[src/rtl/logic_gate_unit.sv]
// logic_gate_unit: registered two-input bitwise logic unit (AND/OR/NAND/NOR/
// XOR/XNOR/NOT/BUF) with valid/ready handshakes and a built-in self-test
// sequencer that sweeps the full 2-input truth table through the live datapath.
// Optional build macro LOGIC_GATE_FAULT_INJ_EN adds a fault_inj port that
// corrupts NOR results seen by the self-test compare (never normal traffic).
module logic_gate_unit #(
   parameter int WIDTH = 8
) (
   input  logic             clk,
   input  logic             rst,
   input  logic             in_valid,
   output logic             in_ready,
   input  logic [WIDTH-1:0] a,
   input  logic [WIDTH-1:0] b,
   input  logic [2:0]       op,
   output logic             out_valid,
   input  logic             out_ready,
   output logic [WIDTH-1:0] y,
   input  logic             bist_start,
   output logic             bist_busy,
   output logic             bist_done,
   output logic             bist_pass
`ifdef LOGIC_GATE_FAULT_INJ_EN
   ,
   input  logic             fault_inj
`endif
);

   typedef enum logic [1:0] {
      ST_IDLE,
      ST_DRAIN,
      ST_SWEEP,
      ST_DONE
   } state_t;

   state_t           state_q, state_d;
   logic [WIDTH-1:0] y_q, y_d;
   logic             out_valid_q, out_valid_d;
   logic             pass_q, pass_d;
   logic [4:0]       vec_q, vec_d;       // {op, pat} of the next vector to apply
   logic             last_q, last_d;     // vector 31 has been applied
   logic             chk_vld_q, chk_vld_d; // y_q holds a sweep result to compare
   logic [4:0]       chk_v_q, chk_v_d;   // vector that produced y_q
   logic             err_q, err_d;
   logic [WIDTH-1:0] y_chk;
   logic             mismatch;
   logic             xfer;

   // The one datapath shared by traffic and self-test.
   function automatic logic [WIDTH-1:0] gate_eval(input logic [2:0] f,
                                                  input logic [WIDTH-1:0] x,
                                                  input logic [WIDTH-1:0] z);
      logic [WIDTH-1:0] r;
      case (f)
         3'd0:    r = x & z;
         3'd1:    r = x | z;
         3'd2:    r = ~(x & z);
         3'd3:    r = ~(x | z);
         3'd4:    r = x ^ z;
         3'd5:    r = ~(x ^ z);
         3'd6:    r = ~x;
         default: r = x;
      endcase
      return r;
   endfunction

   // Golden truth tables, indexed by {a,b}; deliberately not derived from gate_eval.
   function automatic logic tt_bit(input logic [4:0] v);
      logic [3:0] tt;
      case (v[4:2])
         3'd0:    tt = 4'b1000;
         3'd1:    tt = 4'b1110;
         3'd2:    tt = 4'b0111;
         3'd3:    tt = 4'b0001;
         3'd4:    tt = 4'b0110;
         3'd5:    tt = 4'b1001;
         3'd6:    tt = 4'b0011;
         default: tt = 4'b1100;
      endcase
      return tt[v[1:0]];
   endfunction

   assign in_ready  = !rst && (state_q == ST_IDLE) && !bist_start && (!out_valid_q || out_ready);
   assign xfer      = in_valid && in_ready;
   assign y         = y_q;
   assign out_valid = out_valid_q;
   assign bist_busy = (state_q != ST_IDLE);
   assign bist_done = (state_q == ST_DONE);
   assign bist_pass = pass_q;

   // Self-test compare of the previously registered sweep result.
   always_comb begin
      y_chk = y_q;
`ifdef LOGIC_GATE_FAULT_INJ_EN
      if (fault_inj && (chk_v_q[4:2] == 3'd3)) y_chk[0] = ~y_q[0];
`endif
      mismatch = chk_vld_q && (y_chk != {WIDTH{tt_bit(chk_v_q)}});
   end

   // Next-state for the sequencer and the output register.
   always_comb begin
      state_d     = state_q;
      y_d         = y_q;
      out_valid_d = out_valid_q;
      pass_d      = pass_q;
      vec_d       = vec_q;
      last_d      = last_q;
      chk_vld_d   = chk_vld_q;
      chk_v_d     = chk_v_q;
      err_d       = err_q;
      case (state_q)
         ST_IDLE: begin
            if (bist_start) begin
               if (out_valid_q) begin
                  state_d = ST_DRAIN;
                  if (out_ready) out_valid_d = 1'b0;
               end else begin
                  state_d   = ST_SWEEP;
                  vec_d     = 5'd0;
                  last_d    = 1'b0;
                  chk_vld_d = 1'b0;
                  err_d     = 1'b0;
                  pass_d    = 1'b0;
               end
            end else if (xfer) begin
               y_d         = gate_eval(op, a, b);
               out_valid_d = 1'b1;
            end else if (out_ready) begin
               out_valid_d = 1'b0;
            end
         end
         ST_DRAIN: begin
            if (!out_valid_q || out_ready) begin
               out_valid_d = 1'b0;
               state_d     = ST_SWEEP;
               vec_d       = 5'd0;
               last_d      = 1'b0;
               chk_vld_d   = 1'b0;
               err_d       = 1'b0;
               pass_d      = 1'b0;
            end
         end
         ST_SWEEP: begin
            if (mismatch) err_d = 1'b1;
            if (!last_q) begin
               y_d       = gate_eval(vec_q[4:2], {WIDTH{vec_q[1]}}, {WIDTH{vec_q[0]}});
               chk_vld_d = 1'b1;
               chk_v_d   = vec_q;
               if (vec_q == 5'd31) last_d = 1'b1;
               else                vec_d  = vec_q + 5'd1;
            end else begin
               chk_vld_d = 1'b0;
               y_d       = '0;
               pass_d    = !(err_q || mismatch);
               state_d   = ST_DONE;
            end
         end
         default: begin
            state_d = ST_IDLE;
         end
      endcase
   end

   // State registers with asynchronous reset.
   always_ff @(posedge clk or posedge rst) begin
      if (rst) begin
         state_q     <= ST_IDLE;
         y_q         <= '0;
         out_valid_q <= 1'b0;
         pass_q      <= 1'b0;
         vec_q       <= 5'd0;
         last_q      <= 1'b0;
         chk_vld_q   <= 1'b0;
         chk_v_q     <= 5'd0;
         err_q       <= 1'b0;
      end else begin
         state_q     <= state_d;
         y_q         <= y_d;
         out_valid_q <= out_valid_d;
         pass_q      <= pass_d;
         vec_q       <= vec_d;
         last_q      <= last_d;
         chk_vld_q   <= chk_vld_d;
         chk_v_q     <= chk_v_d;
         err_q       <= err_d;
      end
   end

endmodule
[config.mk]
export PLATFORM = sky130hd
export DESIGN_NAME = logic_gate_unit
export DESIGN_NICKNAME = d
export VERILOG_FILES = /design/src/rtl/logic_gate_unit.sv
export SDC_FILE = /design/constraint.sdc
export NUM_CORES = 1
export LEC_CHECK = 0
export ABC_AREA = 1
export CAP_MARGIN = 15
export CORE_ASPECT_RATIO = 0.9
export CORE_MARGIN = 1
export CORE_UTILIZATION = 49
export DETAILED_ROUTE_END_ITERATION = 12
export PLACE_DENSITY = 0.8
export SYNTH_ARGS = -nofsm -noshare
export SYNTH_HDL_FRONTEND = slang
export SYNTH_SLANG_ARGS = --single-unit
[constraint.sdc]
create_clock -name clk -period 1.5 [get_ports clk]
set_input_delay 0.3 -clock clk [delete_from_list [all_inputs] [get_ports clk]]
set_output_delay 0.3 -clock clk [all_outputs]
set_load 0.01 [all_outputs]
==> Yosys cells after proc, flatten, opt, wreduce, memory -nomap -nowiden <==
Index checks and enable logic that the tools add are counted.
{ "classes": {"addsub": 1, "eq_ne": 33, "muxes": 38, "reduce_logical": 27, "n_lt_le_gt_ge": 1, "bitwise_logic": 15} }
{ "ops": {"columns": ["operator", "count"], "rows": [
  ["$pmux W8 S7", 2],
  ["$not A8 Y8", 8],
  ["$pmux W4 S7", 1],
  ["$eq A3 B3 Y1 const B", 9],
  ["$mux W5", 5],
  ["$mux W8", 3],
  ["$eq A3 B2 Y1 const B", 6],
  ["$ne A2 B2 Y1 const B", 9],
  ["$and A8 B8 Y8", 2],
  ["$or A8 B8 Y8", 2],
  ["$pmux W8 S2", 1],
  ["$xor A8 B8 Y8", 2],
  ["$pmux W5 S3", 1],
  ["$mux W1", 14],
  ["$pmux W1 S3", 4],
  ["$reduce_and A5 Y1", 2],
  ["$eq A3 B1 Y1 const B", 3],
  ["$logic_not A3 Y1", 3],
  ["$reduce_and A3 Y1", 3],
  ["$mux W2", 4],
  ["$ne A8 B8 Y1", 1],
  ["$pmux W2 S3", 1],
  ["$reduce_and A6 Y1", 1],
  ["$reduce_bool A2 Y1", 3],
  ["other kinds (16)", 25]
]} }
{ "word_totals": {"register_bits": 25, "inputBits": 24} }

==> Depth between registers and ports, before layout <==
{ "logic_depth": {"ltp_word": 10, "ltp_mapped": 12} }

==> Worst setup path before layout <==
No wires, ideal clock.
{ "synth_timing": {"path_type": "register -> register", "from": "reg state_q[1]", "to": "reg y_q[3] (netlist: y[3])", "stages_incl_launch_ff": 10, "n_path_buf": 0, "synth_period_minus_slack_ns": 1.726, "arrival_time_ns": 1.609, "setup_slack_ns": -0.226, "setup_time_ns": 0.117, "path_cell_list": "dfrtp_1 -> inv_1 -> ha_1 -> nand2_2 -> nor3_2 -> nand2_2 -> o21ai_4 -> inv_4 -> nand2_1 -> nand2_1"} }
{ "synth_via": {"elab_chain_len": 7} }
{ "synth_lines": {"columns": ["element", "line_no", "rtl"], "rows": [
  ["start: declaration", "36", "state_t state_q, state_d;"],
  ["start signal: assignment", "177", "state_q <= state_d;"],
  ["$logic_not A2 Y1", "83", "assign in_ready = !rst && (state_q == ST_IDLE) && !bist_start && (!out_valid_q || out_ready);"],
  ["$logic_and A1 B1 Y1 (3 in series)", "83", null],
  ["named net in_ready", "12", "output logic in_ready,"],
  ["$logic_and A1 B1 Y1", "84", "assign xfer = in_valid && in_ready;"],
  ["$ne A2 B2 Y1 (no source line)", null, null],
  ["$reduce_and A3 Y1 (no source line)", null, null],
  ["end signal: assignment", "178", "y_q <= y_d;"],
  ["end: declaration", "37", "logic [WIDTH-1:0] y_q, y_d;"]
]} }
The timed path passes the listed nets, and every way through them passes these cells.
A chain may end at the register's enable or synchronous reset.

==> Worst setup path in the final report <==
{ "layout_timing": {"from": "reg vec_q[0]", "to": "reg y_q[7] (netlist: y[7])"} }
{ "layout_via": {"elab_chain_len": 5} }
{ "layout_lines": {"columns": ["element", "line_no", "rtl"], "rows": [
  ["start: declaration", "40", "logic [4:0] vec_q, vec_d;"],
  ["start signal: assignment", "181", "vec_q <= vec_d;"],
  ["$xor A8 B8 Y8 (tied with other cells)", "59, 60", null],
  ["$not A8 Y8, on equally long branches", "60, 57, 58", null],
  ["$pmux W8 S7 *", "54", "case (f)"],
  ["$mux W8 *", "145", "if (!last_q) begin"],
  ["$pmux W8 S2 *", "111", "case (state_q)"]
]} }
Every way passes the cells marked *; elsewhere a longest branch is shown, timed or not.

==> results.yml <==
status:
  status: "finished with violations"
  violations: "setup timing"
sta:
  worstMarginPinSlew_ns: 0.369
  timing.final.crit_share_pct: 117
  period_needed_ns: 1.75
  rsz0062_at_grt: "yes"
  skew_ns: 0.00253
  fin_hold_ws_ns: 0.473
  fin_tns_setup_ns: -2.80
  worst_slack_ns: -0.254
  hold_violations: 0
  setup_viol: 16
  fmax_ghz: 0.570
  slew_violations: 0
  timing.slew.headroom_pct: 75.3
placement:
  place_area_sq_um: 3070
  globalplace.congestion: 0.828
  portBuffers: 36
  dp.cells: 479
  dp_hpwl_um: 4520
yosys:
  seq_area_frac_synth_pct: 28.0
  syn_area_sq_um: 2230
  synth_cell_types: 32
  ys_warn_count: 0
  syn_nets: 388
  syn_avg_cell_area_sq_um: 6.55
  ys_ff_latch: 25
  netlist_instances: 341
detailed_routing:
  drt_pass1_iterations: 6
  drc_errors: 0
  wl_per_cell_um: 16.7
  routed_wl_um: 8280
  topRoutingLayerUsed: "met4"
  drt-initial-drc-count: 289
  vias: 2827
  wl_met3_um: 847
  wl_met1_um: 3100
  viasPerCell: 5.71
  routed-wl-met2_um: 3930
  postRouteAntennaNets: 0
floorplan:
  die_w_um: 73.2
  start_util_pct: 53.1
  row_count: 22
  dieArea_sq_um: 4830
  die_h_um: 66.1
  fp.coreArea_sq_um: 4210
  io-pin-count: 37
setup_path:
  end_kind: "flop"
  cp_max_fo: 8
  startpoint: "vec_q[0]"
  start_kind: "flop"
  crit_required_ns: 1.68
  worst-setup-path-type: "flop to flop"
  r2r-start: "vec_q[0]"
  reg2reg_slack_ns: -0.25
  cp-endpoint: "y[7]"
  r2r_cells: 12
  arrival_ns: 1.93
  r2r_end: "y[7]"
cts:
  root_buffer: "clkbuf_8"
  hold_buffers: 0
  cts_max_path_buffers: 2
  cts_htree_levels: 1
  cts_buffers: 3
  clk_pin_slew_ns: 0.10
  clkLatencyLatePin_ns: 0.28
  clkSinkCount: 25
  cts_tree: "built"
grt:
  antenna_found_initial: 0
  grt_pass1_vias: 2543
  grt_pass1_wl_um: 11300
  grt.overflow.total: 0
  grt_max_degree: 26
  grt_use_total_pct: 30.7
final_layout:
  layout-drive-gt1-share_pct: 32.4
  fin_cells: 495
  n_antenna_cell: 0
  final_nets: 483
  fin_area_sq_um: 3490
  final_core_util_pct: 82.9
  syn_to_final_growth_pct: 56.2
power_and_ir_drop:
  power_leakage_nw: 1.79
  ir_worst_vdd_uv: 1440
  power_density_nw_per_um2: 1520
job:
  drv_cap: 0
hold_path:
  hold_class: "primary input to async pin"
cell families after synthesis:
| family | after synthesis | share of synthesized area [%] |
|---|---|---|
| buf+inv | 50 | 8.79 |
| simple gates | 182 | 35.1 |
| fa+ha+maj | 23 | 12.9 |
| xor+xnor | 2 | 0.784 |
| compound gates | 59 | 14.4 |
| flops | 25 | 28.0 |
worst max-delay path, cell delays in order (launching register included):
cell	delay, ns
dfrtp_2	0.46
inv_2	0.12
ha_4	0.22
inv_2	0.06
nand2_1	0.07
o21ai_1	0.09
o211ai_1	0.11
nand2_1	0.09
nand3_2	0.09
nand2_4	0.13
nand2_2	0.06
nand2_2	0.09
nand2_1	0.06
flip-flops by register name, indices dropped and copies added, names as in the netlist:
register / cells
out_valid: 1
y: 8
last_q: 1
err_q: 1
vec_q: 5
bist_pass: 1
chk_vld_q: 1
state_q: 2
chk_v_q: 5
layout by cell type (no fill, tap or decap), types with 2 or more instances in the layout:
master and instances:
ha_2 2, nand3_1 13, o21ai_1 10, nand2_1 89, a21oi_2 2, nor3_4 2
dfrtp_1 24, inv_1 27, nand4_1 5, nand2_2 10, o22ai_1 2, nor2_1 31
ha_4 5, inv_4 2, nor3_1 3, nand3_2 5, xor2_1 2, a21oi_1 17
clkdlybuf4s50_1 20, buf_12 3, nor2_4 6, dlymetal6s2s_1 4, ha_1 16, buf_6 7
nand2_4 5, o21ai_2 4, buf_2 2, inv_2 15, o211ai_1 2, clkbuf_8 3
dlygate4sd2_1 9, o21ai_0 18, buf_4 50, nor3_2 2, nor2_2 5
area by class of cell:
class | instances | area (sq um)
multi-input cells | 266 | 1710
repair buffers | 95 | 853
fillers | 259 | 722
flip-flops and latches | 25 | 627
inverters | 45 | 179
well taps | 60 | 75.1
clock buffers | 3 | 41.3
clock inverters | 1 | 7.51
worst min path at each step:
stage / start / endpoint
after floorplan: rst / bist_pass
after global placement: bist_pass / bist_pass
after detailed placement: bist_pass / bist_pass
after CTS: rst / state_q[1]
after global routing: rst / out_valid
final: rst / out_valid
stage by stage:
step	total power, W	worst slack, ns
final	0.00530	-0.254
after detailed placement	0.00364	-0.450
after floorplan	0.00254	-0.0398
after CTS	0.00443	-0.142
after global routing	0.00558	-0.317
after global placement	0.00351	-0.402
synthesized netlist by cell type:
library cell | instances | area share, %
a21oi_1 | 19 | 4.3
a21oi_2 | 1 | 0.39
buf_2 | 2 | 0.45
buf_4 | 1 | 0.34
clkbuf_1 | 2 | 0.34
dfrtp_1 | 25 | 28
ha_1 | 23 | 13
inv_1 | 40 | 6.7
inv_2 | 4 | 0.67
inv_4 | 1 | 0.28
nand2_1 | 103 | 17
nand2_2 | 2 | 0.56
nand3_1 | 19 | 4.3
nand4_1 | 5 | 1.4
nand4_2 | 1 | 0.56
nor2_1 | 39 | 6.6
nor2_2 | 1 | 0.28
nor2_4 | 2 | 1.0
nor3_1 | 5 | 1.1
nor3_2 | 1 | 0.45
nor3_4 | 1 | 0.73
nor3b_1 | 1 | 0.34
nor4_1 | 1 | 0.28
o211ai_1 | 2 | 0.67
o21a_1 | 1 | 0.34
o21ai_0 | 27 | 6.0
o21ai_1 | 5 | 1.1
o21ai_4 | 1 | 0.73
o22ai_1 | 2 | 0.56
o31ai_1 | 1 | 0.34
or2_2 | 1 | 0.28
xor2_1 | 2 | 0.78
where the power goes:
group,switching [W],internal (W)
sequential,0.000211,0.000906
clock,0.000245,0.000189
combinational,0.00212,0.00163
total,0.00258,0.00272
repair_timing:
action	CTS	global route
endpoints found under the hold margin	0	0
buffers inserted	8	4
cloned	0	0
pin swaps	26	16
setup endpoints to repair	32	31
gates resized for setup	66	46
per-layer routing:
layer | vias up | global-route usage [%]
met5 | - | 0
met1 | 1269 | 39.4
met3 | 58 | 5.34
met2 | 208 | 52.8
li1 | 1292 | -
met4 | 0 | 8.33
No activity file was read; power rests on OpenSTA's default activity.
